--- src/rtl/risc_ctrl_fsm_pkg.sv ---
// Shared encodings for the RISC control FSM: state codes, instruction fields,
// register-select and write-back source constants.
package risc_ctrl_fsm_pkg;

    localparam int NSEL_W = 3;

    typedef logic [2:0] state_t;

    localparam state_t S_WAIT      = 3'd0;
    localparam state_t S_DECODE    = 3'd1;
    localparam state_t S_WRITE_IMM = 3'd2;
    localparam state_t S_GET_A     = 3'd3;
    localparam state_t S_GET_B     = 3'd4;
    localparam state_t S_ALU       = 3'd5;
    localparam state_t S_WRITE_REG = 3'd6;

    localparam logic [2:0] OPC_MOV    = 3'b110;
    localparam logic [2:0] OPC_ALU    = 3'b101;
    localparam logic [1:0] OP_ADD     = 2'b00;
    localparam logic [1:0] OP_CMP     = 2'b01;
    localparam logic [1:0] OP_AND     = 2'b10;
    localparam logic [1:0] OP_MVN     = 2'b11;
    localparam logic [1:0] OP_MOVIMM  = 2'b10;
    localparam logic [1:0] OP_MOVREG  = 2'b00;

    localparam logic [NSEL_W-1:0] NSEL_NONE = 3'b000;
    localparam logic [NSEL_W-1:0] NSEL_RN   = 3'b001;
    localparam logic [NSEL_W-1:0] NSEL_RD   = 3'b010;
    localparam logic [NSEL_W-1:0] NSEL_RM   = 3'b100;

    localparam logic [1:0] VSEL_C   = 2'b00;
    localparam logic [1:0] VSEL_IMM = 2'b01;

    // First state after DECODE; S_WAIT marks an illegal encoding.
    function automatic state_t dispatch(input logic [2:0] opc, input logic [1:0] op);
        state_t nxt;
        nxt = S_WAIT;
        if (opc == OPC_MOV) begin
            if (op == OP_MOVIMM)      nxt = S_WRITE_IMM;
            else if (op == OP_MOVREG) nxt = S_GET_B;
        end else if (opc == OPC_ALU) begin
            if (op == OP_MVN) nxt = S_GET_B;
            else              nxt = S_GET_A;
        end
        return nxt;
    endfunction

endpackage

--- src/rtl/risc_ctrl_fsm.sv ---
// Moore control FSM sequencing register-file reads, ALU execute and
// write-back for the 16-bit RISC datapath.
//
// state       | meaning
// WAIT        | idle, w=1, samples s
// DECODE      | opcode/op latched, dispatch (err on illegal)
// WRITE_IMM   | write sximm8 into Rn
// GET_A       | read Rn into A
// GET_B       | read Rm into B
// ALU         | execute; CMP loads status and finishes here
// WRITE_REG   | write C into Rd
module risc_ctrl_fsm
    import risc_ctrl_fsm_pkg::*;
(
    input  logic              clk,
    input  logic              reset,
    input  logic              s,
    input  logic [2:0]        opcode,
    input  logic [1:0]        op,
    output logic [NSEL_W-1:0] nsel,
    output logic              write,
    output logic              loada,
    output logic              loadb,
    output logic              asel,
    output logic              bsel,
    output logic              loadc,
    output logic              loads,
    output logic [1:0]        vsel,
    output logic              w,
    output logic              done,
    output logic              err
);

    state_t     state_q, state_d;
    logic [2:0] opc_q, opc_d;
    logic [1:0] op_q, op_d;
    logic       is_cmp;
    logic       is_neg_path;

    always_ff @(posedge clk) begin
        if (reset) begin
            state_q <= S_WAIT;
            opc_q   <= 3'b000;
            op_q    <= 2'b00;
        end else begin
            state_q <= state_d;
            opc_q   <= opc_d;
            op_q    <= op_d;
        end
    end

    assign is_cmp      = (opc_q == OPC_ALU) && (op_q == OP_CMP);
    // MOV-reg and MVN pass B through the ALU with A forced to zero.
    assign is_neg_path = ((opc_q == OPC_MOV) && (op_q == OP_MOVREG)) ||
                         ((opc_q == OPC_ALU) && (op_q == OP_MVN));

    always_comb begin
        state_d = state_q;
        opc_d   = opc_q;
        op_d    = op_q;
        case (state_q)
            S_WAIT: begin
                if (s) begin
                    state_d = S_DECODE;
                    opc_d   = opcode;
                    op_d    = op;
                end
            end
            S_DECODE:    state_d = dispatch(opc_q, op_q);
            S_WRITE_IMM: state_d = S_WAIT;
            S_GET_A:     state_d = S_GET_B;
            S_GET_B:     state_d = S_ALU;
            S_ALU:       state_d = is_cmp ? S_WAIT : S_WRITE_REG;
            S_WRITE_REG: state_d = S_WAIT;
            default:     state_d = S_WAIT;
        endcase
    end

    always_comb begin
        nsel  = NSEL_NONE;
        write = 1'b0;
        loada = 1'b0;
        loadb = 1'b0;
        asel  = 1'b0;
        bsel  = 1'b0;
        loadc = 1'b0;
        loads = 1'b0;
        vsel  = VSEL_C;
        w     = 1'b0;
        done  = 1'b0;
        err   = 1'b0;
        case (state_q)
            S_WAIT:   w = 1'b1;
            S_DECODE: err = (dispatch(opc_q, op_q) == S_WAIT);
            S_WRITE_IMM: begin
                nsel  = NSEL_RN;
                vsel  = VSEL_IMM;
                write = 1'b1;
                done  = 1'b1;
            end
            S_GET_A: begin
                nsel  = NSEL_RN;
                loada = 1'b1;
            end
            S_GET_B: begin
                nsel  = NSEL_RM;
                loadb = 1'b1;
            end
            S_ALU: begin
                asel  = is_neg_path;
                loads = is_cmp;
                loadc = !is_cmp;
                done  = is_cmp;
            end
            S_WRITE_REG: begin
                nsel  = NSEL_RD;
                vsel  = VSEL_C;
                write = 1'b1;
                done  = 1'b1;
            end
            default: ;
        endcase
    end

endmodule

--- config.mk ---
export PLATFORM = sky130hd
export DESIGN_NAME = risc_ctrl_fsm
export DESIGN_NICKNAME = d
export VERILOG_FILES = /design/src/rtl/risc_ctrl_fsm_pkg.sv /design/src/rtl/risc_ctrl_fsm.sv
export SDC_FILE = /design/constraint.sdc
export NUM_CORES = 1
export LEC_CHECK = 0
export CAP_MARGIN = 20
export CORE_MARGIN = 5
export CORE_UTILIZATION = 41
export CTS_CLUSTER_DIAMETER = 100
export DETAILED_ROUTE_END_ITERATION = 6
export GPL_TIMING_DRIVEN = 0
export MAX_ROUTING_LAYER = met4
export PLACE_DENSITY = 0.8
export SYNTH_ARGS = -nofsm -noshare
export SYNTH_HDL_FRONTEND = slang
export SYNTH_SLANG_ARGS = --single-unit
--- constraint.sdc ---
create_clock -name clk -period 1.8 [get_ports clk]
set_input_delay 0.45 -clock clk [delete_from_list [all_inputs] [get_ports clk]]
set_output_delay 0.45 -clock clk [all_outputs]
set_load 0.005 [all_outputs]
==> impl_metrics.yaml, run 1 <==
clock_network:
  clock-sinks: 8
  htree_levels: 1
  cts_hold_buffers: 0
  insertion_delay_ns: 0.25
  clock_path_buffers: 2
  cts-root-buf: "clkbuf_4"
  numCtsBuffers: 3
  clk_pin_slew_ns: 0.06
  cts_tree: "yes"
worst_setup_path:
  start_kind: "flop"
  critical_path_buf_inv_count: 2
  setup.worst_path.end_class: "primary output"
  critPathKind: "flop to primary output"
  crit_arrival_ns: 1.45
  cp_max_fo: 7
  crit_path_max_incr_delay_ns: 0.40
  critical_path.cell_chain: "and4b_1 -> o21ai_2 -> buf_4 -> and3_4 -> clkbuf_2"
  critical-path-top-delay-family: "flip-flops"
  worstPathRequired_ns: 1.35
  crit_path_top_delay_cell: "dfxtp_2"
final_layout:
  drive_gt1_frac: 0.467
  nets: 115
  syn2layout_area_growth_pct: 78.1
  n_antenna_cell: 0
  post-route-util: 0.765
routing:
  routed_wl_mm: 1.61
  ant_nets: 0
  drt-initial-drc-count: 6
  drcViolationCount: 0
  drt_first_pass_iters: 4
  vias: 621
  wire_per_inst_um: 13.4
  via_per_inst: 5.18
logic_synthesis:
  synth.distinct_cells: 29
  post-synth-top-count-cell: "nor2_1"
  async_flop_share: 0
  yosysWarningCount: 0
  synth_seq_cells: 8
  synth.cell_area_um2: 559
  synth_area_leader_cell: "dfxtp_1"
  ys.flop_type: "dfxtp_1"
  yosys-top-cells-count: "nor2_1 (10), dfxtp_1 (8), and2_1 (5), mux2i_1 (5)"
  avgSynthCellArea_um2: 8.35
  ys_seq_area_frac: 0.286
  ys_top_cells_by_area: "dfxtp_1 (29%), mux2i_1 (8.9%), nor2_1 (6.7%)"
  yosys.area.top_type_share: 0.286
  synth_edf_count: 0
  synth_cells: 67
worst_hold_path:
  hp-class: "primary input to flop"
grt:
  grt_remaining_overflow: 0
  grt_usage: 0.168
  grt_max_degree: 11
  grt_pass1_wl_mm: 2.54
  antenna_found_initial: 0
  grt_pass1_vias: 596
power_and_ir_drop:
  powerDensity_nw_per_um2: 448
  ir_drop_mv: 0.351
  p_leak_nw: 0.468
sta:
  hold_ws_ns: 0.537
  fin_crit_ns: 1.90
  finalWorstSetupSlack_ns: -0.0967
  clock.fmax_mhz: 527
  fin_skew_ns: 0.00476
  rsz0062_at_grt: "yes"
  drv_slew: 0
  hold_viol: 0
  setup_viol: 1
  finalCritPeriodShare: 1.05
flow_run:
  cap_violations: 0
place:
  io_buffers: 19
  dp_hpwl_um: 933
  routabilityCongestion: 0.690
floorplan:
  core_um2: 1300
  die_w_um: 46.9
  start_util: 0.430
  dieArea_um2: 2200
  die_y_um: 46.9
  num_io_pins: 23
  rows: 13
run_status:
  violations: "negative setup slack"
  status: "finished with violations"
[stage by stage]
step | cells | setup TNS [ns] | setup slack [ns] | cell area [µm²] | power, mW
after detailed placement | 102 | -1.53 | -0.271 | 772 | 0.285
after floorplan | 68 | 0 | 0.274 | 563 | 0.253
final | 120 | -0.0967 | -0.0967 | 996 | 0.446
after global placement | 102 | -1.36 | -0.260 | 772 | 0.284
after global routing | 120 | -0.315 | -0.157 | 996 | 0.470
after CTS | 119 | -0.200 | -0.200 | 946 | 0.439
[worst reg2reg max path, delay by kind of cell (launching register included)]
kind	cells	cell delay, ns
flops	1	0.32
simple gates	2	0.48
buf+inv	2	0.27
mux	1	0.24
[cells by family after synthesis]
family | after synthesis | synth area share
simple gates | 37 | 0.434
compound gates | 8 | 0.0984
flops | 8 | 0.286
buf+inv | 8 | 0.0850
mux | 5 | 0.0895
other cells | 1 | 0.00670
[layer usage]
metal	vias up	track usage	part of all wire	routed length, µm
li1	312	-	-	-
met1	284	0.174	0.39	624
met2	21	0.312	0.54	875
met3	4	0.0230	0.050	81
met4	0	0.0663	0.018	29
met5	-	-	0	0
[worst paths after layout]
path                end  startpoint  depth (start not counted)  slack [ns]
min            opc_q[1]       reset                          2        0.54
max reg2reg    opc_q[2]  state_q[1]                          5        0.36
max                 err    opc_q[1]                          5        -0.1
min reg2reg  state_q[0]  state_q[0]                          2        0.58
[layout by cell type, fill, tap and decap left out, types with 2 or more instances in the layout]
cell | Yosys | routed
nor2_1 | 10 | 10
mux2i_1 | 5 | 5
nor3_1 | 3 | 3
nand2_1 | 3 | 3
nor4b_4 | 1 | 2
buf_2 | 2 | 3
buf_6 | 0 | 4
clkbuf_2 | 0 | 2
buf_4 | 4 | 18
and2_1 | 5 | 4
dfxtp_2 | 0 | 5
dlygate4sd2_1 | 0 | 5
nor3b_1 | 4 | 3
o21ai_2 | 0 | 2
clkbuf_4 | 0 | 3
conb_1 | 1 | 2
clkdlybuf4s50_1 | 0 | 6
nor3b_4 | 0 | 2
dfxtp_4 | 0 | 2
[repair_timing]
item,CTS,global route
gates resized for setup,46,14
cloned,0,0
pin swaps,6,5
endpoints found under the setup margin,13,7
setup buffers,14,1
[area by class of cell]
class	count	area (µm²)
multi-input cells	52	442
fillers	100	305
repair buffers	34	275
flip-flops and latches	8	174
plain buffers	7	60.1
clock buffers	3	22.5
well taps	15	18.8
inverters	1	3.75
[state kept, by name, summed over array words and instances, names as in the netlist]
name     cells
state_q      3
op_q         2
opc_q        3
[report_power, final]
group	internal, mW	switching, mW	leakage [nW]
sequential	0.187	0.0194	0.0690
combinational	0.0659	0.0380	0.385
clock	0.0762	0.0598	0.0138
total	0.329	0.117	0.468
Note: power is estimated with default switching activity, not from simulation.
==> run 2, diff against run 1 <==
- CORE_UTILIZATION: 41 -> 37
- PLACE_DENSITY: 0.8 -> 0.76
- clock period: 1.8 -> 1.68 ns (I/O delays scaled with it)
==> run 2 against run 1 <==
Compared with the run above:
- the run still ends with negative setup slack left
- worst hold slack got worse by 0.028 ns
- cell count rose by 4.2%
- first-iteration DRC count fell by 33%
- combinational power rose by 23%
- wire length rose by 2.6%
- die area rose by 8.5%
- via count rose by 1.8%
- sequential cell count did not move
- global-route usage fell by 2.2 points
- count of clock-buffer cells in the layout did not move
- sequential power rose by 9%
- critical endpoint unchanged
- largest power group unchanged
==> impl_metrics.yaml, run 2 (same netlist as run 1, synthesis figures left out) <==
run_status:
  status: "finished with violations"
  violations: "negative setup slack"
clock_network:
  clock_path_buffers: 2
  cts-root-buf: "clkbuf_4"
  clk_pin_slew_ns: 0.06
  htree_levels: 1
  insertion_delay_ns: 0.26
  clock-sinks: 8
  cts_tree: "yes"
  numCtsBuffers: 3
power_and_ir_drop:
  p_int_mw: 0.365
  p_seq_frac: 0.448
  p_leak_nw: 0.494
  powerDensity_nw_per_um2: 480
  p_switching_mw: 0.134
  swShare: 0.269
  p_comb_frac: 0.257
  ir_drop_mv: 0.369
  clock_power_share: 0.295
  power_mw: 0.499
flow_run:
  cap_violations: 0
final_layout:
  post-route-util: 0.707
  nets: 119
  final_cell_mix: "buf_4 (20), nor2_1 (9), buf_2 (7), clkdlybuf4s50_1 (6)"
  drive_gt1_frac: 0.523
  final_common_cell: "buf_4"
  syn2layout_area_growth_pct: 85.9
  top_regs: "opc_q x3, state_q x3, op_q x2"
  n_antenna_cell: 0
routing:
  wire_per_inst_um: 13.2
  drt-initial-drc-count: 4
  via_per_inst: 5.06
  drcViolationCount: 0
  drt_first_pass_iters: 4
  vias: 632
  ant_nets: 0
  routed_wl_mm: 1.65
sta:
  fin_crit_ns: 1.83
  rsz0062_at_grt: "yes"
  drv_slew: 0
  clock.fmax_mhz: 546
  finalWorstSetupSlack_ns: -0.153
  setup_viol: 1
  finalCritPeriodShare: 1.09
  hold_viol: 0
  fin_skew_ns: 0.0109
floorplan:
  die_y_um: 48.9
  dieArea_um2: 2390
  die_w_um: 48.9
  rows: 14
  num_io_pins: 23
  core_um2: 1470
  start_util: 0.380
place:
  routabilityCongestion: 0.753
  io_buffers: 19
worst_setup_path:
  reg2reg_to: "opc_q[2]"
  cp_max_fo: 4
  r2r_setup_slack_ns: 0.26
  setup.worst_path.end_class: "primary output"
  r2r-start: "state_q[2]"
  critPathKind: "flop to primary output"
  critical_path.cell_chain: "buf_6 -> nor4bb_4 -> o31ai_2 -> and3_1 -> buf_2"
  reg2reg_depth: 4
  crit_path_max_incr_delay_ns: 0.36
  crit_path_top_delay_cell: "dfxtp_4"
  crit_arrival_ns: 1.41
  worstPathRequired_ns: 1.26
  start_kind: "flop"
worst_hold_path:
  hp-start: "reset"
  hp-class: "primary input to flop"
  hold_end: "op_q[1]"
  holdPathStages: 2
grt:
  grt_remaining_overflow: 0
  grt_usage: 0.145
  grt_max_degree: 11
  grt_pass1_vias: 647
  grt_pass1_wl_mm: 2.69
  antenna_found_initial: 0
[run 2: cell types whose count changed in the layout (fill, tap and decap cells not counted), sizes merged]
| cell | delta |
|---|---|
| clkbuf | -2 |
| dlygate4sd2 | -1 |
| dlymetal6s2s | -1 |
| buf | +8 |
[run 2: worst max path at each step]
stage                     startpoint      end  slack (ns)  depth (start not counted)
after global placement      opc_q[1]      err       -0.38                          4
final                       opc_q[0]      err       -0.15                          5
after CTS                   opc_q[0]      err       -0.13                          5
after floorplan           state_q[2]  nsel[2]        0.18                          3
after global routing        opc_q[0]      err       -0.23                          5
after detailed placement    opc_q[1]      err       -0.39                          4
[run 2: layer usage]
layer | vias up | part of all wire | track usage
met5 | - | 0 | -
met4 | 0 | 0.018 | 0.0897
met3 | 4 | 0.085 | 0.0581
met2 | 23 | 0.54 | 0.257
met1 | 284 | 0.36 | 0.126
li1 | 321 | - | -
[run 2: what timing repair did]
item                                    4_1_cts  5_1_grt
setup buffers                                16        6
hold buffers                                  0        0
pin swaps                                     7        8
gates resized for setup                      69        8
gates cloned                                  0        0
endpoints found under the setup margin       13        6
endpoints found under the hold margin         0        0
[run 2: per-stage QoR]
stage          cells  worst slack (ns)  instance area [µm²]  setup TNS (ns)  hold WS [ns]
4_1_cts          122            -0.132                  997          -0.274         0.512
5_1_grt          125            -0.226                 1040          -0.459         0.541
3_3_place_gp     103            -0.379                  773           -2.36         0.553
6_report         125            -0.153                 1040          -0.153         0.508
2_1_floorplan     68             0.184                  563               0         0.522
3_5_place_dp     103            -0.391                  773           -2.74         0.566
[run 2: worst max-delay path: cells and delay by family (launching register included)]
kind / cells / cell delay (ns)
AND/OR/NAND/NOR: 2 / 0.46
flip-flops: 1 / 0.36
AO/OA/AOI/OAI: 1 / 0.11
buffers and inverters: 2 / 0.24
[run 2: area by class of cell]
cell class	instances	area (µm²)
inverters	1	3.75
repair buffers	40	333
flip-flops and latches	8	183
clock buffers	3	22.5
multi-input cells	52	440
plain buffers	5	37.5
fillers	118	432
well taps	16	20.0
[run 2: power groups by stage]
stage	combinational [mW]	sequential [mW]	clock (mW)
2_1_floorplan	0.0563	0.215	0
3_3_place_gp	0.0856	0.218	0
3_5_place_dp	0.0874	0.220	0
4_1_cts	0.123	0.219	0.152
5_1_grt	0.139	0.227	0.165
6_report	0.128	0.224	0.147
